**config.mk**
```make
export PLATFORM = sky130hd
export DESIGN_NAME = ram_port_arbiter
export DESIGN_NICKNAME = d
export VERILOG_FILES = /design/src/rtl/ram_port_arbiter.sv
export SDC_FILE = /design/constraint.sdc
export NUM_CORES = 1
export LEC_CHECK = 0
export BUFFER_PORTS_ARGS = -buffer_cell sky130_fd_sc_hd__buf_2
export CORE_AREA = 2 2 72 74
export CTS_CLUSTER_DIAMETER = 60
export DETAILED_ROUTE_END_ITERATION = 8
export DIE_AREA = 0 0 74 76
export PLACE_DENSITY = 0.53
export SETUP_SLACK_MARGIN = 0.4
export SYNTH_ARGS = -nofsm -noshare
export SYNTH_HDL_FRONTEND = slang
export SYNTH_SLANG_ARGS = --single-unit
```
**constraint.sdc**
```tcl
create_clock -name clk -period 1.8 [get_ports clk]
set_input_delay 0.18 -clock clk [delete_from_list [all_inputs] [get_ports clk]]
set_output_delay 0.18 -clock clk [all_outputs]
set_load 0.03 [all_outputs]
```
**src/rtl/ram_port_arbiter.sv**
```systemverilog
// Two-requester arbiter sharing one single-port RAM: round-robin grant, lock held across address/data pairs.
// Define ARB_TIMEOUT_EN to add a watchdog that releases a stale lock or outstanding read after TIMEOUT_CYCLES.
module ram_port_arbiter #(
    parameter int TIMEOUT_CYCLES = 16
) (
    input  logic       clk,
    input  logic       rst,
    input  logic [9:0] a_din,
    input  logic       a_valid,
    output logic       a_ready,
    output logic [7:0] a_rsp_data,
    output logic       a_rsp_valid,
    input  logic [9:0] b_din,
    input  logic       b_valid,
    output logic       b_ready,
    output logic [7:0] b_rsp_data,
    output logic       b_rsp_valid,
    output logic [9:0] ram_din,
    output logic       ram_rx_valid,
    input  logic [7:0] ram_dout,
    input  logic       ram_tx_valid,
    output logic       lock_timeout
);

    typedef enum logic [1:0] {
        ST_IDLE,
        ST_ISSUE,
        ST_WAIT_RD,
        ST_LOCKED
    } state_t;

    state_t     r_state;
    state_t     w_state_next;
    logic [9:0] r_word;
    logic       r_owner_b;      // owner of the lock, and the last requester served
    logic [7:0] r_a_rsp_data;
    logic [7:0] r_b_rsp_data;
    logic       r_a_rsp_valid;
    logic       r_b_rsp_valid;
    logic       r_lock_timeout;

    logic       w_grant;
    logic       w_grant_b;
    logic       w_owner_valid;
    logic       w_rd_done;
    logic       w_timeout;
    logic       w_rsp_event;
    logic [7:0] w_rsp_byte;
    logic       w_cnt_expired;

`ifdef ARB_TIMEOUT_EN
    localparam int CW = $clog2(TIMEOUT_CYCLES + 1);

    logic [CW-1:0] r_cnt;

    // Every entry to LOCKED or WAIT_RD comes from ISSUE, so clearing there restarts the window.
    always_ff @(posedge clk) begin
        if (rst) begin
            r_cnt <= '0;
        end else if (r_state == ST_ISSUE) begin
            r_cnt <= '0;
        end else if (r_state == ST_LOCKED || r_state == ST_WAIT_RD) begin
            r_cnt <= r_cnt + CW'(1);
        end
    end

    assign w_cnt_expired = (r_cnt == CW'(TIMEOUT_CYCLES - 1));
`else
    logic w_unused_timeout_cfg;

    assign w_cnt_expired        = 1'b0;
    assign w_unused_timeout_cfg = (TIMEOUT_CYCLES > 0);
`endif

    assign w_owner_valid = r_owner_b ? b_valid : a_valid;

    // NOTE: every signal gets a default before the case; a missed branch would otherwise infer a latch.
    always_comb begin
        w_state_next = r_state;
        w_grant      = 1'b0;
        w_grant_b    = r_owner_b;
        w_rd_done    = 1'b0;
        w_timeout    = 1'b0;
        case (r_state)
            ST_IDLE: begin
                if (a_valid || b_valid) begin
                    w_grant      = 1'b1;
                    w_grant_b    = (a_valid && b_valid) ? !r_owner_b : b_valid;
                    w_state_next = ST_ISSUE;
                end
            end
            ST_ISSUE: begin
                case (r_word[9:8])
                    2'b01:   w_state_next = ST_IDLE;
                    2'b11:   w_state_next = ST_WAIT_RD;
                    default: w_state_next = ST_LOCKED;
                endcase
            end
            ST_LOCKED: begin
                if (w_owner_valid) begin
                    w_grant      = 1'b1;
                    w_state_next = ST_ISSUE;
                end else if (w_cnt_expired) begin
                    w_timeout    = 1'b1;
                    w_state_next = ST_IDLE;
                end
            end
            ST_WAIT_RD: begin
                if (ram_tx_valid) begin
                    w_rd_done    = 1'b1;
                    w_state_next = ST_IDLE;
                end else if (w_cnt_expired) begin
                    w_timeout    = 1'b1;
                    w_state_next = ST_IDLE;
                end
            end
            default: w_state_next = ST_IDLE;
        endcase
    end

    // NOTE: sequential state uses non-blocking assignments so every register samples pre-edge values.
    always_ff @(posedge clk) begin
        if (rst) begin
            r_state <= ST_IDLE;
        end else begin
            r_state <= w_state_next;
        end
    end

    // A read that times out still completes toward the owner, with an all-ones byte.
    assign w_rsp_event = w_rd_done || (w_timeout && r_state == ST_WAIT_RD);
    assign w_rsp_byte  = w_rd_done ? ram_dout : 8'hFF;

    always_ff @(posedge clk) begin
        if (rst) begin
            r_word         <= '0;
            r_owner_b      <= 1'b1;
            r_a_rsp_data   <= '0;
            r_b_rsp_data   <= '0;
            r_a_rsp_valid  <= 1'b0;
            r_b_rsp_valid  <= 1'b0;
            r_lock_timeout <= 1'b0;
        end else begin
            r_a_rsp_valid  <= 1'b0;
            r_b_rsp_valid  <= 1'b0;
            r_lock_timeout <= w_timeout;
            if (w_grant) begin
                r_word    <= w_grant_b ? b_din : a_din;
                r_owner_b <= w_grant_b;
            end
            if (w_rsp_event) begin
                if (r_owner_b) begin
                    r_b_rsp_data  <= w_rsp_byte;
                    r_b_rsp_valid <= 1'b1;
                end else begin
                    r_a_rsp_data  <= w_rsp_byte;
                    r_a_rsp_valid <= 1'b1;
                end
            end
        end
    end

    assign ram_rx_valid = (r_state == ST_ISSUE);
    assign ram_din      = ram_rx_valid ? r_word : '0;
    assign a_ready      = ram_rx_valid && !r_owner_b;
    assign b_ready      = ram_rx_valid && r_owner_b;
    assign a_rsp_data   = r_a_rsp_data;
    assign b_rsp_data   = r_b_rsp_data;
    assign a_rsp_valid  = r_a_rsp_valid;
    assign b_rsp_valid  = r_b_rsp_valid;
    assign lock_timeout = r_lock_timeout;

endmodule

```
; ---- Word level (Yosys, flattened, before mapping)
; Cells that the tools add are included.
[totals]
regBits = 31
latchBits = 0
ramBits = 0
mem_bits_ro = 0
inputBits = 33
out_inout_bits = 32
elab_cells = 45
mem_count = 0
[classes]
addsub = 0
multipliers = 0
div_mod_pow = 0
order_cmp = 0
eq_ne = 8
shift = 0
muxes = 18
bitwise_logic = 2
reduce_logical = 10
[ops]
columns = operator, count
row1 = 10-bit 2-to-1 mux, 2
row2 = 1-bit 2-to-1 mux, 10
row3 = 2-bit one-hot mux with 4 select lines, 1
row4 = "2-bit == test, second input constant", 3
row5 = 2-bit 2-to-1 mux, 3
row6 = "2-bit != test, second input constant", 3
row7 = "2-bit by 1-bit == test with 1-bit output, second input constant", 2
row8 = 2-bit one-hot mux with 2 select lines, 1
row9 = 2-bit AND reduction, 2
row10 = 1-bit logical AND, 3
row11 = 3-bit AND reduction, 1
row12 = 2-bit logical NOT, 1
row13 = 1-bit NOT, 2
row14 = 1-bit one-hot mux with 2 select lines, 1
row15 = 2-bit OR reduction, 1
row16 = 1-bit logical NOT, 1
row17 = 1-bit logical OR, 1

; ---- Depth between registers and ports, before layout
; Gate-level depths: netlist of the first run.
[logic_depth]
word_depth = 5
mapped_depth = 7
mapped_depth_nobuf = 6

; ---- Least setup slack after synthesis of the first run
; OpenSTA, ideal clock, no wires.
[synth_timing]
path_kind = register -> register
start = register r_state[0]
end = register r_word[0]
setup_ns = 0.133
t_arrival_ns = 1.421
required_ns = 1.667
setup_slack_ns = 0.246
path_stages_with_launch = 7
n_path_buf = 1
synth_period_minus_slack_ns = 1.554
cell_sequence = dfxtp_1 -> inv_1 -> ha_1 -> nor3b_1 -> or2_2 -> clkbuf_1 -> a21oi_1
[synth_via]
elab_chain_len = 3
word_cells_on_any_way = 5
cone_classes = eq/ne (1) / mux (3) / reduce/logical (1)
[synth_rtl]
columns = item, line_no
row1 = "start, declared", 32  ; state_t r_state;
row2 = "start signal, assigned", 126  ; r_state <= w_state_next;
row3 = 2-bit logical NOT, 84  ; case (r_state)
row4 = 1-bit 2-to-1 mux, 84
row5 = 10-bit 2-to-1 mux, 148  ; r_word <= w_grant_b ? b_din : a_din;
row6 = "end signal, assigned", 148
row7 = "end, declared", 34  ; logic [9:0] r_word;
; Several ways; a longest one is shown, not always the timed one.
; A chain may end at the register's enable or synchronous reset.

; ---- Worst setup path in the final report of the first run
[layout_timing]
start = register r_state[0]
end = register r_word[8]
; Same word-level chain as after synthesis.

==> results of run 1 <==
==> metal layers <==
layer	GRT usage	share of wire	up-vias
met5	0	0	-
li1	-	-	735
met4	0.04909	0.0076	0
met1	0.2090	0.46	666
met3	0.04101	0.070	5
met2	0.2286	0.46	53
==> cell type report <==
class                      instances  area share
tap                               70     0.03786
multi-input combinational        124      0.4008
timing repair buffer              79      0.2369
inverter                           7     0.01460
sequential                        31      0.2720
clock inverter                     1    0.002163
clock buffer                       6     0.03569
==> per-stage QoR <==
| stage | cell area [sq um] | power, mW |
|---|---|---|
| after global routing | 2313 | 2.324 |
| final | 2313 | 2.211 |
| after detailed placement | 1842 | 1.356 |
| after CTS | 2218 | 2.153 |
| after floorplan | 1480 | 1.225 |
| after global placement | 1842 | 1.356 |
==> cells in the mapped netlist <==
cell type | instances | area, sq um
nand2_1 | 35 | 131.4
a21oi_1 | 31 | 155.2
dfxtp_1 | 31 | 620.6
mux2i_1 | 13 | 130.1
and2_1 | 10 | 62.56
o31ai_1 | 10 | 75.07
clkbuf_1 | 9 | 33.78
nor2_1 | 8 | 30.03
inv_1 | 7 | 26.28
ha_1 | 4 | 50.05
a31o_2 | 2 | 17.52
nor2b_1 | 2 | 12.51
or2_2 | 2 | 12.51
a222oi_1 | 1 | 10.01
and3_1 | 1 | 6.260
buf_2 | 1 | 5.000
buf_4 | 1 | 7.510
buf_6 | 1 | 11.26
conb_1 | 1 | 3.750
nand3_1 | 1 | 5.000
nor3b_1 | 1 | 7.510
o211a_1 | 1 | 10.01
==> state kept, by name, summed over array words and instances (netlist names), named ones only <==
| signal | count |
|---|---|
| r_word | 10 |
| a_rsp_data | 8 |
| b_rsp_data | 8 |
| r_state | 2 |
| a_rsp_valid | 1 |
| b_rsp_valid | 1 |
==> cells in the final DEF, fill, tap and decap left out, types with 2 or more instances in the layout <==
| cell type | n |
|---|---|
| buf_6 | 18 |
| dfxtp_1 | 28 |
| or2_4 | 2 |
| inv_1 | 4 |
| inv_4 | 3 |
| buf_4 | 10 |
| mux2i_1 | 13 |
| nor2_1 | 7 |
| a21oi_1 | 27 |
| a31o_4 | 2 |
| nor2b_1 | 2 |
| clkbuf_8 | 6 |
| o31ai_4 | 3 |
| buf_2 | 50 |
| a21oi_2 | 3 |
| nand2_1 | 35 |
| o31ai_2 | 7 |
| dfxtp_4 | 2 |
| and2_4 | 10 |
| ha_4 | 3 |
==> worst max path at each step <==
stage               start        end  slack (ps)
2_1_floorplan  r_state[0]  r_word[0]         340
3_3_place_gp   r_state[1]  r_word[9]         260
3_5_place_dp   r_state[1]  r_word[9]         220
4_1_cts        r_state[0]  r_word[5]         310
5_1_grt        r_state[0]  r_word[8]         220
6_report       r_state[0]  r_word[8]         260
==> power by group <==
group          switching, mW  internal, mW  total [mW]
clock                  0.245         0.299       0.545
sequential            0.0728         0.754       0.827
combinational          0.417         0.422       0.839
==> logic make-up (layout without fill, tap and decap cells) <==
logic type,after synthesis,count (layout)
DFF,31,31
adders and majority gates,4,4
AOI/OAI and AO/OA,45,46
other,1,1
buffers and inverters,19,93
and+or+nand+nor,60,60
muxes,13,13
==> critical path, stage by stage (launching register included) <==
cell and delay (ps):
dfxtp_4 370, ha_2 210, nor2b_1 140, o211a_1 240, buf_6 170, o31ai_2 230, a21oi_1 60
==> timing repair <==
item	4_1_cts	5_1_grt
endpoints found under the hold margin	0	0
endpoints found under the setup margin	25	41
pin swaps	8	6
cloned	2	0
buffers inserted	7	4
gates resized for setup	64	15
==> flow_summary.json, run 1 <==
{
  "dieArea_sq_um": 5624,
  "ys_types": 22,
  "dr.pass1.iters": 4,
  "critPathMaxFanout": 10,
  "rows": 26,
  "grt_max_degree": 21,
  "finalNetCount": 285,
  "drt_iter0_drc": 37,
  "vias": 1459,
  "max_cap_violations": 0,
  "grt_first_pass_wirelength_um": 6686,
  "pwr_density_cell_nw_per_um2": 955.5,
  "worstMarginPinSlew_ps": 630.4,
  "min_to": "b_rsp_data[1]",
  "fin_ws_ps": 262.5,
  "core_area_sq_um": 4912,
  "synth_top_family_by_area": "compound AO/OA/AOI/OAI gates",
  "muxShareOfSynthArea": 0.09139,
  "netlist_instances": 173,
  "routed_wl_um": 4200,
  "synthesis.area_sq_um": 1424,
  "grt_overflow": 0,
  "finalCritPeriodShare": 0.8542,
  "grt_usage": 0.1519,
  "cts_hold_buf": 0,
  "yosysWarnings": 0,
  "cts_buffers": 5,
  "fillers": 490,
  "synth_xor_area_frac": 0,
  "synth_nets": 210,
  "antenna_found_initial": 0,
  "die_width_um": 74,
  "post-place-cells": 298,
  "gp_congestion": 0.7456,
  "htree_levels": 2,
  "setup_viol": 0,
  "drc_errors": 0,
  "reg2reg_slack_ps": 260,
  "holdCritPathClass": "primary input to flop",
  "reg2regPathDepth": 6,
  "tritoncts": "built",
  "hold_violations": 0,
  "initial_core_util": 0.2899,
  "antenna_cells": 0,
  "ir_drop_mv": 0.3833,
  "slew_headroom": 0.5793,
  "ant_nets": 0,
  "rsz0062_at_grt": "true",
  "timing.rr.end": "r_word[8]",
  "io_pins": 65,
  "start_kind": "flop",
  "ff_latch_area_sq_um": 629.4,
  "drive_above_1_share": 0.5121,
  "stdcell_count": 318,
  "synthAdderAreaFrac": 0.03515,
  "area_delta_synth_final_pct": 62.48,
  "yosys.area_share.simple": 0.1880,
  "numClockSinks": 31,
  "multi_input_area_sq_um": 927.1,
  "viasPerCell": 4.588,
  "hold_start": "ram_dout[1]",
  "required_ps": 1960,
  "clk_latency_ps": 270,
  "arrival_ps": 1700,
  "root_buffer": "clkbuf_8",
  "final_core_util": 0.4710,
  "finalCriticalPeriod_ps": 1538,
  "worstSetupPathType": "flop to flop",
  "r2r-start": "r_state[0]",
  "p_leak_nw": 1.023,
  "worstSetupEndpointType": "flop",
  "status": "finished clean",
  "ys_seq_area_frac": 0.4359,
  "synth_compound_area_frac": 0.1880,
  "slew_viol_final": 0,
  "dp_slack_ps": 219.0,
  "skew_ps": 1.245,
  "grt_pass1_vias": 1394,
  "cts.path.max_buffers": 2,
  "io_buffers": 63,
  "die_y_um": 76,
  "ys_ff_latch": 31,
  "clkTransAtPathRegs_ps": 60,
  "wl_per_cell_um": 13.21,
  "setup-tns-final_ps": 0,
  "avgSynthCellArea_sq_um": 8.230,
  "hold_depth": 3,
  "hold_ws_ps": 148.7,
  "dp.final_hpwl_um": 2617,
  "timing.fmax_ghz": 0.6504
}
Power figures use the tool's default switching activity.
==> run 2: changes to the inputs <==
==> constraint.sdc (replaced) <==
create_clock -name clk -period 1.75 [get_ports clk]
set_input_delay 0.175 -clock clk [delete_from_list [all_inputs] [get_ports clk]]
set_output_delay 0.175 -clock clk [all_outputs]
set_load 0.03 [all_outputs]
==> flow_summary.json, run 2 (synthesis results as in run 1) <==
{
  "reg2reg_slack_ps": 250,
  "worstMarginPinSlew_ps": 846.1,
  "clkTransAtPathRegs_ps": 70,
  "clkPwrFrac": 0.280,
  "dr.pass1.iters": 4,
  "hold_start": "ram_dout[0]",
  "worstSetupPathType": "flop to flop",
  "final_common_cell": "buf_2",
  "multi_input_area_sq_um": 1057,
  "cts_buffers": 5,
  "routed_wl_um": 4110,
  "r2r-start": "r_state[1]",
  "fillers": 474,
  "grt_pass1_vias": 1427,
  "die_y_um": 76,
  "hold_violations": 0,
  "io_pins": 65,
  "finalCritPeriodShare": 0.8585,
  "slew_headroom": 0.4353,
  "timing.rr.end": "r_state[1]",
  "setup_viol": 0,
  "finalNetCount": 280,
  "arrival_ps": 1680,
  "numClockSinks": 31,
  "area_delta_synth_final_pct": 67.93,
  "max_cap_violations": 0,
  "dp.final_hpwl_um": 2741,
  "crit_chain": "inv_4, ha_4, a222oi_1, buf_4, mux2i_1, nor2_1",
  "holdCritPathClass": "primary input to flop",
  "die_width_um": 74,
  "grt_first_pass_wirelength_um": 6782,
  "antenna_cells": 0,
  "clk_latency_ps": 280,
  "rsz0062_at_grt": "true",
  "drive_above_1_share": 0.5615,
  "p_switching_mw": 0.8228,
  "grt_max_degree": 21,
  "layout_common_cells": "buf_2 (50), nand2_1 (35), dfxtp_1 (28)",
  "ff_latch_area_sq_um": 631.9,
  "drc_errors": 0,
  "cts.path.max_buffers": 2,
  "htree_levels": 2,
  "cts_hold_buf": 0,
  "ir_drop_mv": 0.3684,
  "grt_overflow": 0,
  "start_kind": "flop",
  "vias": 1435,
  "setup-tns-final_ps": 0,
  "slowest_stage": "dfxtp_4",
  "hold_ws_ps": 134.2,
  "slew_viol_final": 0,
  "reg2regPathDepth": 6,
  "core_area_sq_um": 4912,
  "antenna_found_initial": 0,
  "internal_power_mw": 1.609,
  "status": "finished clean",
  "rows": 26,
  "grt_usage": 0.1563,
  "skew_ps": 4.874,
  "timing.fmax_ghz": 0.6657,
  "p_leak_nw": 1.001,
  "finalCriticalPeriod_ps": 1502,
  "required_ps": 1920,
  "hold_depth": 3,
  "viasPerCell": 4.570,
  "critPathMaxFanout": 7,
  "switching_share": 0.3384,
  "wl_per_cell_um": 13.09,
  "slowest_delay_ps": 400,
  "gp_congestion": 0.7606,
  "pwr_density_cell_nw_per_um2": 1017,
  "initial_core_util": 0.2899,
  "drt_iter0_drc": 35,
  "ant_nets": 0,
  "largest_reg_flops": 10,
  "io_buffers": 63,
  "power_frac_seq": 0.354,
  "root_buffer": "clkbuf_8",
  "dieArea_sq_um": 5624,
  "min_to": "b_rsp_data[0]",
  "tritoncts": "built",
  "worstSetupEndpointType": "flop",
  "p_comb_frac": 0.366,
  "top_register": "r_word"
}
## run 2: changes by cell type in the layout (fill, tap and decap cells not counted), moves of 2 or more
cell	change
a21oi_1	-8
and2_2	+9
mux2i_2	+2
o31ai_4	+7
mux2i_1	-2
a21oi_2	+7
nor2_2	+2
nor2b_1	-2
buf_4	+9
and2_4	-10
buf_6	-16
o31ai_2	-7
## run 2: worst max path at each step
stage | from | to | slack (ps) | cells after the start
finish | r_state[1] | r_state[1] | 250 | 6
global route | r_state[1] | ram_din[9] | 200 | 5
CTS | r_state[1] | ram_din[7] | 260 | 4
detailed placement | r_state[1] | r_word[9] | 150 | 6
global placement | r_state[1] | r_word[9] | 160 | 6
floorplan | r_state[0] | r_state[0] | 320 | 5
## run 2: critical path: cells and delay by family (launching register included)
family / cells / cell delay (ps)
muxes: 1 / 170
adders and majority gates: 1 / 200
and+or+nand+nor: 1 / 60
buffers and inverters: 2 / 250
AOI/OAI and AO/OA: 1 / 310
DFF: 1 / 400
## run 2: power groups by stage
stage	combinational, mW	sequential, mW	clock (mW)
after floorplan	0.519	0.843	0
after global placement	0.656	0.844	0
after detailed placement	0.657	0.844	0
after CTS	0.853	0.853	0.701
after global routing	0.953	0.869	0.730
final	0.891	0.860	0.681
## run 2: through the flow
stage	total power, mW	setup WS [ps]	cell area [sq um]	cells	util
floorplan	1.361	321.6	1608	173	-
global placement	1.500	162.1	1976	300	0.4022
detailed placement	1.501	147.8	1976	300	0.4022
CTS	2.406	260.1	2341	314	0.4766
global route	2.552	204.7	2391	314	0.4868
finish	2.432	247.7	2391	314	0.4868
## run 2: routing by layer
metal / GRT usage / vias to the layer above / routed length [um]
met5: 0 / - / 0
met1: 0.1954 / 649 / 1862
li1: - / 725 / -
met4: 0.04364 / 0 / 51
met3: 0.05423 / 6 / 288
met2: 0.2518 / 55 / 1908
## run 2: area by class of cell
type                    instances  share of cell area
clock inverters                 1            0.002093
inverters                       7             0.01308
flip-flops and latches         31              0.2643
well taps                      70             0.03663
repair buffers                 74              0.1968
multi-input cells             124              0.4422
clock buffers                   7             0.04500
## run 2: repair_timing
| item | in CTS | in global routing |
|---|---|---|
| buffers inserted | 4 | 0 |
| cloned | 2 | 0 |
| resized for setup | 38 | 11 |
| pin swaps | 2 | 15 |
| setup endpoints to repair | 26 | 42 |
==> run 3: changes to the inputs <==
--- a/config.mk
+++ b/config.mk
@@ -5,12 +5,13 @@
 export SDC_FILE = /design/constraint.sdc
 export NUM_CORES = 1
 export LEC_CHECK = 0
+export ABC_AREA = 1
 export BUFFER_PORTS_ARGS = -buffer_cell sky130_fd_sc_hd__buf_2
-export CORE_AREA = 2 2 72 74
+export CORE_AREA = 3 3 78 80
 export CTS_CLUSTER_DIAMETER = 60
 export DETAILED_ROUTE_END_ITERATION = 8
-export DIE_AREA = 0 0 74 76
-export PLACE_DENSITY = 0.53
+export DIE_AREA = 0 0 81 83
+export PLACE_DENSITY = 0.51
 export SETUP_SLACK_MARGIN = 0.4
 export SYNTH_ARGS = -nofsm -noshare
 export SYNTH_HDL_FRONTEND = slang
==> flow_summary.json, run 3 <==
{
  "status": "finished clean",
  "rsz0062_at_grt": "true",
  "pwr_density_cell_nw_per_um2": 1200,
  "io_pins": 65,
  "clkPwrFrac": 0.187,
  "ant_nets": 0,
  "antenna_found_initial": 0,
  "slowest_stage": "dfxtp_2",
  "synth_nets": 289,
  "avgSynthCellArea_sq_um": 6.415,
  "ys_types": 21,
  "p_comb_frac": 0.502,
  "cpLargestDelayFamily": "buffers and inverters",
  "crit_chain": "inv_4, ha_4, buf_12, nand2_1, inv_1, buf_6",
  "grt_pass1_vias": 1678,
  "synth_edf_count": 0,
  "dp.final_hpwl_um": 3190,
  "synthesis.area_sq_um": 1617,
  "gp_congestion": 0.7359,
  "ir_drop_mv": 0.4538,
  "finalNetCount": 367,
  "drc_errors": 0,
  "slowest_delay_ps": 330,
  "htree_levels": 2,
  "drt_iter0_drc": 66,
  "setup_viol": 0,
  "total_power_mw": 2.959,
  "largest_reg_flops": 10,
  "power_frac_seq": 0.311,
  "yosysWarnings": 0,
  "cp_num_buf_inv": 4,
  "dr.pass1.iters": 4,
  "finalCritPeriodShare": 0.8047,
  "grt_overflow": 0,
  "max_cap_violations": 0,
  "cts.path.max_buffers": 2,
  "numClockSinks": 31,
  "grt_first_pass_wirelength_um": 7652,
  "worstSetupPathType": "flop to primary output",
  "reg2reg_slack_ps": 380,
  "slew_viol_final": 0,
  "rows": 27,
  "holdCritPathClass": "primary input to flop",
  "cts_hold_buf": 0,
  "required_ps": 1570,
  "p_switching_mw": 1.222,
  "yosysTopAreaCell": "dfxtp_1",
  "initial_core_util": 0.2954,
  "io_buffers": 63,
  "die_y_um": 83,
  "core_area_sq_um": 5473,
  "ys_seq_area_frac": 0.3839,
  "die_width_um": 81,
  "internal_power_mw": 1.737,
  "start_kind": "flop",
  "critPathMaxFanout": 7,
  "finalCriticalPeriod_ps": 1408,
  "vias": 1741,
  "wl_per_cell_um": 11.46,
  "routed_wl_um": 4617,
  "antenna_cells": 0,
  "synthArstFlopShare": 0,
  "drive_above_1_share": 0.3958,
  "root_buffer": "clkbuf_8",
  "grt_usage": 0.1448,
  "area_delta_synth_final_pct": 52.55,
  "ys.flop_type": "dfxtp_1",
  "timing.fmax_ghz": 0.7101,
  "synthTopCellsByArea": "dfxtp_1 (38%), nor2_1 (12%), inv_1 (11%)",
  "tritoncts": "built",
  "grt_max_degree": 18,
  "synthTopCellsByCount": "nor2_1 (52), inv_1 (47), nand2_1 (43)",
  "top_register": "r_word",
  "viasPerCell": 4.320,
  "arrival_ps": 1230,
  "worstSetupEndpointType": "primary output",
  "switching_share": 0.4128,
  "final_core_util": 0.4506,
  "synth_top_cell_area_share": 0.3839,
  "dieArea_sq_um": 6723,
  "hold_violations": 0,
  "ys_ff_latch": 31,
  "yosysMostFrequentCell": "nor2_1",
  "setup-tns-final_ps": 0,
  "skew_ps": 6.512,
  "cts_buffers": 5,
  "clkTransAtPathRegs_ps": 70,
  "clk_latency_ps": 290,
  "layout_common_cells": "nor2_1 (50), buf_2 (50), inv_1 (34)",
  "p_leak_nw": 1.318,
  "netlist_instances": 252
}
## run 3: worst reg2reg max path: cells and delay by family (launching register included)
kind                       cells  cell delay [ps]
buffers and inverters          3              350
adders and majority gates      1              150
and+or+nand+nor                5              420
DFF                            1              350
## run 3: repair_timing
item                                    CTS  global route
hold endpoints to repair                  0             0
setup buffers                             6             3
gates resized for setup                  49            41
pin swaps                                 3            14
endpoints found under the setup margin   43            41
gates cloned                              1             0
## run 3: kinds of logic after synthesis
kind of cell	after synthesis	synth area share
flip-flops	31	0.3839
buffers and inverters	59	0.1517
other	1	0.002320
AO/OA/AOI/OAI	33	0.1084
adder cells (fa/ha/maj)	4	0.03096
AND/OR/NAND/NOR	124	0.3228
## run 3: cell type report
type,count,area (sq um)
Tap cell,72,90.09
Clock inverter,2,12.51
Clock buffer,6,72.57
Inverter,50,195.2
Multi-Input combinational cell,162,890.9
Sequential cell,31,629.4
Fill cell,591,3007
Timing Repair Buffer,80,575.6
## run 3: path summary, 6_finish.rpt
kind | startpoint | to | cells past startpoint
worst max-delay path | r_state[1] | ram_din[9] | 6
worst min-delay path | rst | a_rsp_valid | 2
worst max register to register | r_state[1] | r_word[3] | 9
worst min register to register | b_rsp_data[5] | b_rsp_data[5] | 2
## run 3: power by group through the flow
stage	clock network, mW	logic [mW]	registers, mW
5_1_grt	0.601	1.64	0.934
2_1_floorplan	0	0.780	0.931
4_1_cts	0.572	1.34	0.907
3_3_place_gp	0	1.08	0.904
3_5_place_dp	0	1.08	0.907
6_report	0.554	1.49	0.919
## run 3: stage by stage
step | std cells | hold WS, ps | instance area, sq um | worst slack, ps
floorplan | 252 | 247.4 | 1620 | 399.1
global placement | 385 | 421.8 | 2019 | 237.8
detailed placement | 385 | 413.4 | 2019 | 181.6
CTS | 400 | 109.6 | 2328 | 306.9
finish | 403 | 112.8 | 2466 | 341.8
global route | 403 | 109.3 | 2466 | 285.7
## run 3: per-layer routing
layer / up-vias / global-route usage / share of wire
met1: 761 / 0.1841 / 0.47
met3: 8 / 0.04338 / 0.058
met4: 0 / 0.05991 / 0.019
li1: 921 / - / -
met2: 51 / 0.2248 / 0.45
met5: - / 0 / 0
